==> src/rtl/mem_port_arbiter_if.sv <==
// Bundles the arbiter's two client channels, the memory-port channels and the
// sticky error flag.
//   slave  : the arbiter's view (takes client requests, drives the memory port)
//   master : the environment's view (clients plus memory model)
// Request packets are {addr, data, wr}: wr at bit 0, data above it, addr on top.
interface mem_port_arbiter_if #(
  parameter int unsigned Width     = 8,
  parameter int unsigned AddrWidth = 8
);
  localparam int unsigned PktW = Width + AddrWidth + 1;

  logic [PktW-1:0]  c0_req,        c1_req;
  logic             c0_req_valid,  c1_req_valid;
  logic             c0_req_bp,     c1_req_bp;
  logic [Width-1:0] c0_resp,       c1_resp;
  logic             c0_resp_valid, c1_resp_valid;
  logic             c0_resp_bp,    c1_resp_bp;
  logic [PktW-1:0]  mem_req;
  logic             mem_req_valid;
  logic             mem_req_bp;
  logic [Width-1:0] mem_resp;
  logic             mem_resp_valid;
  logic             mem_resp_bp;
  logic             err;

  modport slave (
    input  c0_req, c1_req, c0_req_valid, c1_req_valid, c0_resp_bp, c1_resp_bp,
           mem_req_bp, mem_resp, mem_resp_valid,
    output c0_req_bp, c1_req_bp, c0_resp, c1_resp, c0_resp_valid, c1_resp_valid,
           mem_req, mem_req_valid, mem_resp_bp, err
  );

  modport master (
    output c0_req, c1_req, c0_req_valid, c1_req_valid, c0_resp_bp, c1_resp_bp,
           mem_req_bp, mem_resp, mem_resp_valid,
    input  c0_req_bp, c1_req_bp, c0_resp, c1_resp, c0_resp_valid, c1_resp_valid,
           mem_req, mem_req_valid, mem_resp_bp, err
  );
endinterface

==> src/rtl/mem_port_arbiter.sv <==
// Two-client round-robin arbiter in front of a single memory port.
// A one-entry request register feeds the memory port; an owner FIFO
// (one bit per outstanding request) steers each in-order response back to
// the client that issued it. The response path is purely combinational.
//   clk   : clock, rising edge
//   reset : asynchronous, active-high
//   bus   : client request/response channels, memory port, sticky err flag
module mem_port_arbiter #(
  parameter int unsigned Width     = 8,
  parameter int unsigned AddrWidth = 8,
  parameter int unsigned TagDepth  = 4
) (
  input logic                clk,
  input logic                reset,
  mem_port_arbiter_if.slave  bus
);
  localparam int unsigned PktW = Width + AddrWidth + 1;
  localparam int unsigned PtrW = $clog2(TagDepth);
  localparam logic [PtrW:0] CntFull = TagDepth[PtrW:0];

  logic                rq_full_q, rq_full_d;
  logic [PktW-1:0]     rq_data_q;
  logic                last_grant_q;
  logic [TagDepth-1:0] owner_q;
  logic [PtrW-1:0]     wr_ptr_q, rd_ptr_q;
  logic [PtrW:0]       count_q, count_d;
  logic                err_q, err_d;

  logic head, fifo_empty, resp_bp, pop, can_load, can_grant, winner, grant;

  always_comb begin
    head       = owner_q[rd_ptr_q];
    fifo_empty = (count_q == '0);
    resp_bp    = head ? bus.c1_resp_bp : bus.c0_resp_bp;
    pop        = bus.mem_resp_valid & ~fifo_empty & ~resp_bp;
    can_load   = ~rq_full_q | ~bus.mem_req_bp;
    // A response retiring this cycle frees its tag, so a full FIFO can still
    // accept a new request in the same cycle.
    can_grant  = can_load & ((count_q != CntFull) | pop);
    winner     = (bus.c0_req_valid & bus.c1_req_valid) ? ~last_grant_q : bus.c1_req_valid;
    grant      = can_grant & (winner ? bus.c1_req_valid : bus.c0_req_valid);

    rq_full_d = rq_full_q;
    if (grant) begin
      rq_full_d = 1'b1;
    end else if (rq_full_q & ~bus.mem_req_bp) begin
      rq_full_d = 1'b0;
    end
    count_d = count_q + {{PtrW{1'b0}}, grant} - {{PtrW{1'b0}}, pop};
    err_d   = err_q | (bus.mem_resp_valid & fifo_empty);
  end

  always_ff @(posedge clk or posedge reset) begin
    if (reset) begin
      rq_full_q    <= 1'b0;
      last_grant_q <= 1'b1;
      wr_ptr_q     <= '0;
      rd_ptr_q     <= '0;
      count_q      <= '0;
      err_q        <= 1'b0;
    end else begin
      rq_full_q <= rq_full_d;
      count_q   <= count_d;
      err_q     <= err_d;
      if (grant) begin
        last_grant_q <= winner;
        wr_ptr_q     <= wr_ptr_q + PtrW'(1);
      end
      if (pop) begin
        rd_ptr_q <= rd_ptr_q + PtrW'(1);
      end
    end
  end

  // Payload and tag storage carry no reset; their valid bits do.
  always_ff @(posedge clk) begin
    if (grant) begin
      rq_data_q         <= winner ? bus.c1_req : bus.c0_req;
      owner_q[wr_ptr_q] <= winner;
    end
  end

  assign bus.c0_req_bp     = ~(can_grant & ~winner);
  assign bus.c1_req_bp     = ~(can_grant & winner);
  assign bus.mem_req_valid = rq_full_q;
  assign bus.mem_req       = rq_data_q;
  assign bus.c0_resp       = bus.mem_resp;
  assign bus.c1_resp       = bus.mem_resp;
  assign bus.c0_resp_valid = bus.mem_resp_valid & ~fifo_empty & ~head;
  assign bus.c1_resp_valid = bus.mem_resp_valid & ~fifo_empty & head;
  assign bus.mem_resp_bp   = ~fifo_empty & resp_bp;
  assign bus.err           = err_q;
endmodule

==> src/flat_wrapper.sv <==
// flat-port wrapper written by rule: the top's interface ports become plain ports
module mem_port_arbiter_flat 
#(
  parameter int unsigned Width     = 8,
  parameter int unsigned AddrWidth = 8,
  parameter int unsigned TagDepth  = 4
)
  (clk, reset, bus_c0_req, bus_c1_req, bus_c0_req_valid, bus_c1_req_valid, bus_c0_resp_bp, bus_c1_resp_bp, bus_mem_req_bp, bus_mem_resp, bus_mem_resp_valid, bus_c0_req_bp, bus_c1_req_bp, bus_c0_resp, bus_c1_resp, bus_c0_resp_valid, bus_c1_resp_valid, bus_mem_req, bus_mem_req_valid, bus_mem_resp_bp, bus_err);
  mem_port_arbiter_if #(.Width(Width), .AddrWidth(AddrWidth)) bus_i ();
  input logic clk;
  input logic reset;
  input wire logic [$bits(bus_i.c0_req)-1:0] bus_c0_req;
  input wire logic [$bits(bus_i.c1_req)-1:0] bus_c1_req;
  input wire logic [$bits(bus_i.c0_req_valid)-1:0] bus_c0_req_valid;
  input wire logic [$bits(bus_i.c1_req_valid)-1:0] bus_c1_req_valid;
  input wire logic [$bits(bus_i.c0_resp_bp)-1:0] bus_c0_resp_bp;
  input wire logic [$bits(bus_i.c1_resp_bp)-1:0] bus_c1_resp_bp;
  input wire logic [$bits(bus_i.mem_req_bp)-1:0] bus_mem_req_bp;
  input wire logic [$bits(bus_i.mem_resp)-1:0] bus_mem_resp;
  input wire logic [$bits(bus_i.mem_resp_valid)-1:0] bus_mem_resp_valid;
  output wire logic [$bits(bus_i.c0_req_bp)-1:0] bus_c0_req_bp;
  output wire logic [$bits(bus_i.c1_req_bp)-1:0] bus_c1_req_bp;
  output wire logic [$bits(bus_i.c0_resp)-1:0] bus_c0_resp;
  output wire logic [$bits(bus_i.c1_resp)-1:0] bus_c1_resp;
  output wire logic [$bits(bus_i.c0_resp_valid)-1:0] bus_c0_resp_valid;
  output wire logic [$bits(bus_i.c1_resp_valid)-1:0] bus_c1_resp_valid;
  output wire logic [$bits(bus_i.mem_req)-1:0] bus_mem_req;
  output wire logic [$bits(bus_i.mem_req_valid)-1:0] bus_mem_req_valid;
  output wire logic [$bits(bus_i.mem_resp_bp)-1:0] bus_mem_resp_bp;
  output wire logic [$bits(bus_i.err)-1:0] bus_err;
  assign bus_i.c0_req = bus_c0_req;
  assign bus_i.c1_req = bus_c1_req;
  assign bus_i.c0_req_valid = bus_c0_req_valid;
  assign bus_i.c1_req_valid = bus_c1_req_valid;
  assign bus_i.c0_resp_bp = bus_c0_resp_bp;
  assign bus_i.c1_resp_bp = bus_c1_resp_bp;
  assign bus_i.mem_req_bp = bus_mem_req_bp;
  assign bus_i.mem_resp = bus_mem_resp;
  assign bus_i.mem_resp_valid = bus_mem_resp_valid;
  assign bus_c0_req_bp = bus_i.c0_req_bp;
  assign bus_c1_req_bp = bus_i.c1_req_bp;
  assign bus_c0_resp = bus_i.c0_resp;
  assign bus_c1_resp = bus_i.c1_resp;
  assign bus_c0_resp_valid = bus_i.c0_resp_valid;
  assign bus_c1_resp_valid = bus_i.c1_resp_valid;
  assign bus_mem_req = bus_i.mem_req;
  assign bus_mem_req_valid = bus_i.mem_req_valid;
  assign bus_mem_resp_bp = bus_i.mem_resp_bp;
  assign bus_err = bus_i.err;
  mem_port_arbiter #(.Width(Width), .AddrWidth(AddrWidth), .TagDepth(TagDepth)) u_core (.clk(clk), .reset(reset), .bus(bus_i));
endmodule
==> config.mk <==
export PLATFORM = sky130hd
export DESIGN_NAME = mem_port_arbiter_flat
export DESIGN_NICKNAME = d
export VERILOG_FILES = /design/src/rtl/mem_port_arbiter_if.sv /design/src/rtl/mem_port_arbiter.sv /design/src/flat_wrapper.sv
export SDC_FILE = /design/constraint.sdc
export NUM_CORES = 1
export LEC_CHECK = 0
export ABC_CLOCK_PERIOD_IN_PS = 2660
export CAP_MARGIN = 20
export CORE_MARGIN = 2
export CORE_UTILIZATION = 35
export CTS_CLUSTER_DIAMETER = 100
export DETAILED_ROUTE_END_ITERATION = 6
export GPL_TIMING_DRIVEN = 0
export PLACE_DENSITY = 0.77
export SYNTH_ARGS = -nofsm -noshare
export SYNTH_HDL_FRONTEND = slang
export SYNTH_SLANG_ARGS = --single-unit
export TNS_END_PERCENT = 20
==> constraint.sdc <==
create_clock -name clk -period 2.66 [get_ports clk]
set_input_delay 0.532 -clock clk [delete_from_list [all_inputs] [get_ports clk]]
set_output_delay 0.532 -clock clk [all_outputs]
set_load 0.01 [all_outputs]
==> results.md, run 1 <==
- Largest net degree at the start of global routing: 25
- Sink Count: 31
- Area grow syn2layout: 63.2%
- DR WL/cell: 13.3 um
- CTS tree: done
- Root Driver: clkbuf_8
- Synth async-reset ratio: 0.323
- Worst path bufs/invs: 1
- Commonest cells in the netlist: edfxtp_1, mux2_2, buf_4, dfrtp_1, inv_1
- Total GRT Usage: 0.144
- Routed Antenna Nets: 0
- # setup viols final: 0
- Inserted Clock Buffers: 5
- Final Hold Vio Count: 0
- Final Core Density: 0.602
- Critical path's largest stage delay: 0.56 ns
- Final Non-Filler Cells: 265
- Pwr Density: 856 nW/um^2
- Worst VDD drop: 0.000438 V
- Num ports: 90
- Synth area leader: edfxtp_1
- Post-CTS Hold Fix Bufs: 0
- CTS HTree Levels: 2
- Min-Delay Path Class: reg2reg
- Vias in the first global route: 1294
- Synth unique cells: 32
- Drt first pass iters: 4
- Synth Warn #: 0
- Drt first-iter violations: 32
- DP Cell Count: 253
- Post-DP HPWL: 2680 um
- Synthesized net count: 177
- Status: finished, final reports clean
- WP data required: 2.13 ns
- Slew @ Worst Pin: 0.653 ns
- Fmax: 390 MHz
- Chip Height: 72.2 um
- Critical Path Sink Type: output port
- Max_slew headroom: 0.565
- CP max FO: 7
- Crit start category: flop
- Final Skew: 0.00464 ns
- Clock transition at the registers of the reported paths: 0.06 ns
- Worst path arrival time: 2.03 ns
- Slew Limit Fails: 0
- RSZ-0062 raised after global routing: true
- First-pass GRT wire length: 5620 um
- Part of the cycle the worst path needs: 0.965
- Initial cell density of the core: 0.369
- DR vias: 1232
- Grt total ovfl: 0
- CP delay by family, top: multiplexers
- Synth Register Bits: 31
- Placeable Area: 4410 um^2
- Post-synthesis sequential area ratio: 0.541
- Die width: 72.2 um
- # DRC: 0
- EDFF count, synth: 21
- Area contributors post-synth: edfxtp_1, dfrtp_1, mux2_2
- Most numerous cell in the Yosys netlist: edfxtp_1
- Site Rows: 24
- Setup slack after layout: 0.0943 ns
- Post-synth top flop: edfxtp_1
- Share of cells above drive strength 1: 0.286
- Vias/cell: 4.65
- Skew-Pair Late Insertion Delay: 0.28 ns
- Pwr Total: 2280 uW
- Leakage Power: 0.00106 uW
- Pre-CTS WS: -0.490 ns
- Post-Syn Area: 1630 um^2
- Initial antenna violation count: 0
- Placer Congestion: 0.703
- DIE AREA: 5220 um^2
- Cells after synthesis: 120
- Hold Worst Slack: 0.474 ns
- Cells along the critical path: mux4_2, mux2_4, o21ai_4, nand2_1, clkdlybuf4s15_1
- Worst setup path class: reg2out
- Synth top area share: 0.387
- I/O Buffers: 81
- Nets: 269
- Syn_area_per_cell: 13.6 um^2
- CTS Buffer Depth: 2
- Minimum clock period: 2.57 ns
- Antenna diode count: 0
- Detailed Route WL: 3540 um
- Worst path slowest cell: mux4_2
- Max-Cap Viols: 0
[sequential cells by signal, summed over array words and instances (netlist names)]
signal / count
u_core.bus.mem_req_valid: 1
u_core.wr_ptr_q: 2
u_core.count_q: 3
u_core.rd_ptr_q: 2
u_core.owner_q: 4
u_core.bus.err: 1
u_core.bus.mem_req: 17
u_core.last_grant_q: 1
[kinds of logic after synthesis]
kind of cell / share of synthesized area
adders and majority gates: 0.0584
buffers and inverters: 0.0945
and+or+nand+nor: 0.0722
xor gates and xnor gates: 0.0269
AOI/OAI and AO/OA: 0.0507
DFF: 0.541
muxes: 0.156
[worst reg2reg max path, delay by kind of cell, from the launching register on]
kind	cells	cell delay, ns
buffers and inverters	1	0.04
muxes	2	0.95
DFF	1	0.37
adders and majority gates	3	0.70
and+or+nand+nor	1	0.12
xor gates and xnor gates	2	0.26
[final timing paths]
check / startpoint / to / slack [ns] / depth (start not counted)
max: u_core.rd_ptr_q[0] / bus_c0_req_bp / 0.09 / 5
min reg2reg: u_core.bus.err / u_core.bus.err / 0.47 / 1
max reg2reg: u_core.rd_ptr_q[0] / u_core.count_q[2] / 0.11 / 9
max in group asynchronous: reset / u_core.last_grant_q / 1.81 / 2
min in group asynchronous: reset / u_core.count_q[2] / 0.54 / 2
min: u_core.bus.err / u_core.bus.err / 0.47 / 1
[routing by layer]
layer,vias up,part of all wire,GRT usage,wire (um)
met4,0,0.013,0.0629,45
li1,595,-,-,-
met1,576,0.37,0.146,1310
met3,4,0.10,0.0750,355
met2,57,0.52,0.245,1830
met5,-,0,0,0
[stage by stage]
stage | instance area (um^2) | setup TNS, ns
floorplan | 1630 | 0
global placement | 2500 | -1.26
detailed placement | 2500 | -1.38
CTS | 2620 | -0.231
global route | 2660 | -0.00228
finish | 2660 | 0
[power breakdown]
| group | total [uW] | internal [uW] | leakage [uW] | switching [uW] |
|---|---|---|---|---|
| registers | 843 | 743 | 0.000316 | 99.3 |
| logic | 1060 | 596 | 0.000695 | 465 |
| clock network | 372 | 208 | 0.0000482 | 164 |
[cell usage in the layout, fill, tap and decap left out, types with 3 or more instances in the layout]
cell type	count
edfxtp_1	21
ha_1	6
nand2_1	4
nand3_1	3
xnor2_1	3
clkdlybuf4s50_1	78
buf_4	19
dfrtp_1	9
mux2_2	17
clkbuf_8	6
inv_1	7
and2_2	5
[what timing repair did]
item	CTS	global route
gates cloned	0	1
gates resized for setup	8	9
endpoints found under the setup margin	4	4
buffers inserted	2	1
pin swaps	1	1
[final cells by class]
cell class                 instances  area, um^2
fill                             373        1760
sequential                        31         882
timing repair buffer              84         827
multi-input combinational         65         636
buffer                            18         131
clock buffer                       7        86.3
tap                               52        65.1
inverter                           7        26.3
clock inverter                     1        5.00
No activity file was read; power rests on OpenSTA's default activity.
==> run 2: changes to the inputs <==
--- a/config.mk
+++ b/config.mk
@@ -9,6 +9,7 @@
 export CAP_MARGIN = 20
 export CORE_MARGIN = 2
 export CORE_UTILIZATION = 35
+export CTS_BUF_LIST = sky130_fd_sc_hd__clkbuf_8 sky130_fd_sc_hd__clkbuf_16
 export CTS_CLUSTER_DIAMETER = 100
 export DETAILED_ROUTE_END_ITERATION = 6
 export GPL_TIMING_DRIVEN = 0
==> results.md, run 2 (synthesis results as in run 1) <==
- Status: finished, final reports clean
- Routed Antenna Nets: 0
- Clock transition at the registers of the reported paths: 0.06 ns
- Post-CTS Hold Fix Bufs: 0
- Fillcell total: 373
- R2r worst-path depth: 9
- Min-Delay Path Class: reg2reg
- Initial cell density of the core: 0.369
- Post-DP HPWL: 2680 um
- Worst R2R Setup Slack: 0.11 ns
- Final Hold Vio Count: 0
- DR WL/cell: 13.3 um
- Initial antenna violation count: 0
- Placeable Area: 4410 um^2
- Max-Cap Viols: 0
- Total GRT Usage: 0.144
- CTS Buffer Depth: 2
- # DRC: 0
- Leakage Power: 0.00106 uW
- DR vias: 1232
- Largest net degree at the start of global routing: 25
- Pwr Density: 855 nW/um^2
- Final Skew: 0.00492 ns
- Part of the cycle the worst path needs: 0.965
- RSZ-0062 raised after global routing: true
- CTS tree: done
- Chip Height: 72.2 um
- Grt total ovfl: 0
- Max_slew headroom: 0.565
- I/O Buffers: 81
- Slew Limit Fails: 0
- Hold endpoint: u_core.bus.err
- Inserted Clock Buffers: 5
- Detailed Route WL: 3540 um
- Minimum clock period: 2.57 ns
- Sink Count: 31
- Drt first pass iters: 4
- Slew @ Worst Pin: 0.653 ns
- Nets: 269
- Switching power: 728 uW
- Reg2reg end: u_core.count_q[2]
- Skew-Pair Late Insertion Delay: 0.28 ns
- Hold_sp: u_core.bus.err
- Number of flip-flops in the largest register: 17
- Site Rows: 24
- Pwr Total: 2270 uW
- Root Driver: clkbuf_8
- Share of cells above drive strength 1: 0.286
- Hold Worst Slack: 0.474 ns
- Most frequent cells in the layout: clkdlybuf4s50_1, edfxtp_1, buf_4, mux2_2, dfrtp_1
- Seq pwr share: 0.371
- Worst VDD drop: 0.000439 V
- DIE AREA: 5220 um^2
- Worst setup path class: reg2out
- CP max FO: 7
- Comb pwr share: 0.467
- Min-Delay Path Depth: 1
- Antenna diode count: 0
- Crit start category: flop
- Worst path arrival time: 2.03 ns
- Critical Path Sink Type: output port
- Drt first-iter violations: 32
- Placer Congestion: 0.703
- Fmax: 390 MHz
- Sum of negative setup slack: 0 ns
- CTS HTree Levels: 2
- Internal power: 1540 uW
- Vias in the first global route: 1294
- Area grow syn2layout: 63.2%
- First-pass GRT wire length: 5620 um
- Clk pwr share: 0.162
- Num ports: 90
- Commonest non-fill, non-tap cell in the layout: clkdlybuf4s50_1
- R2R Path Start: u_core.rd_ptr_q[0]
- Die width: 72.2 um
- Switching Share: 0.320
- Vias/cell: 4.65
- WP data required: 2.13 ns
- # setup viols final: 0
run 2: cell types whose count changed in the layout (fill, tap and decap cells not counted), sizes merged:
cell / delta
clkbuf: -1
inv: +1
run 2: how the worst max path moves through the flow:
stage	start	endpoint	slack, ns	cells after the start
after floorplan	u_core.rd_ptr_q[0]	u_core.count_q[1]	0.12	5
after global placement	bus_c1_req_valid	bus_c0_req_bp	-0.46	6
after detailed placement	bus_c1_req_valid	bus_c0_req_bp	-0.49	6
after CTS	u_core.rd_ptr_q[0]	u_core.count_q[1]	-0.12	5
after global routing	u_core.rd_ptr_q[0]	bus_c0_req_bp	-0.002	5
final	u_core.rd_ptr_q[0]	bus_c0_req_bp	0.09	5
run 2: per-layer routing:
metal / part of all wire / GRT usage / vias to the layer above
met5: 0 / 0 / -
met4: 0.013 / 0.0629 / 0
li1: - / - / 595
met3: 0.10 / 0.0750 / 4
met2: 0.52 / 0.245 / 57
met1: 0.37 / 0.146 / 576
run 2: final cells by class:
| class | instances | area, um^2 | share of cell area |
|---|---|---|---|
| Multi-Input combinational cell | 65 | 636 | 0.239 |
| Sequential cell | 31 | 882 | 0.332 |
| Timing Repair Buffer | 84 | 827 | 0.311 |
| Clock buffer | 6 | 82.6 | 0.0311 |
| Tap cell | 52 | 65.1 | 0.0245 |
| Buffer | 18 | 131 | 0.0494 |
| Inverter | 7 | 26.3 | 0.00988 |
| Clock inverter | 2 | 8.76 | 0.00329 |
run 2: critical path, cell delays in order (launching register included):
cell and delay [ns]:
dfrtp_1 0.37, mux4_2 0.56, mux2_4 0.39, o21ai_4 0.15, nand2_1 0.06, clkdlybuf4s15_1 0.23
run 2: repair_timing:
action,in CTS,in global routing
gates resized for setup,8,9
setup buffers,2,1
gates cloned,0,1
setup endpoints to repair,4,4
pin swaps,1,1
run 2: power by group through the flow:
stage	sequential, uW	combinational (uW)	clock (uW)
floorplan	882	505	0
global placement	843	959	0
detailed placement	850	981	0
CTS	839	1010	381
global route	862	1170	407
finish	843	1060	368
run 2: through the flow:
step                      utilization  instances  instance area, um^2  worst slack [ns]
final                           0.602        265                 2660            0.0943
after global routing            0.602        265                 2660          -0.00228
after CTS                       0.592        263                 2620            -0.119
after detailed placement        0.567        253                 2500            -0.490
after global placement          0.567        253                 2500            -0.464
after floorplan                     -        120                 1630             0.117
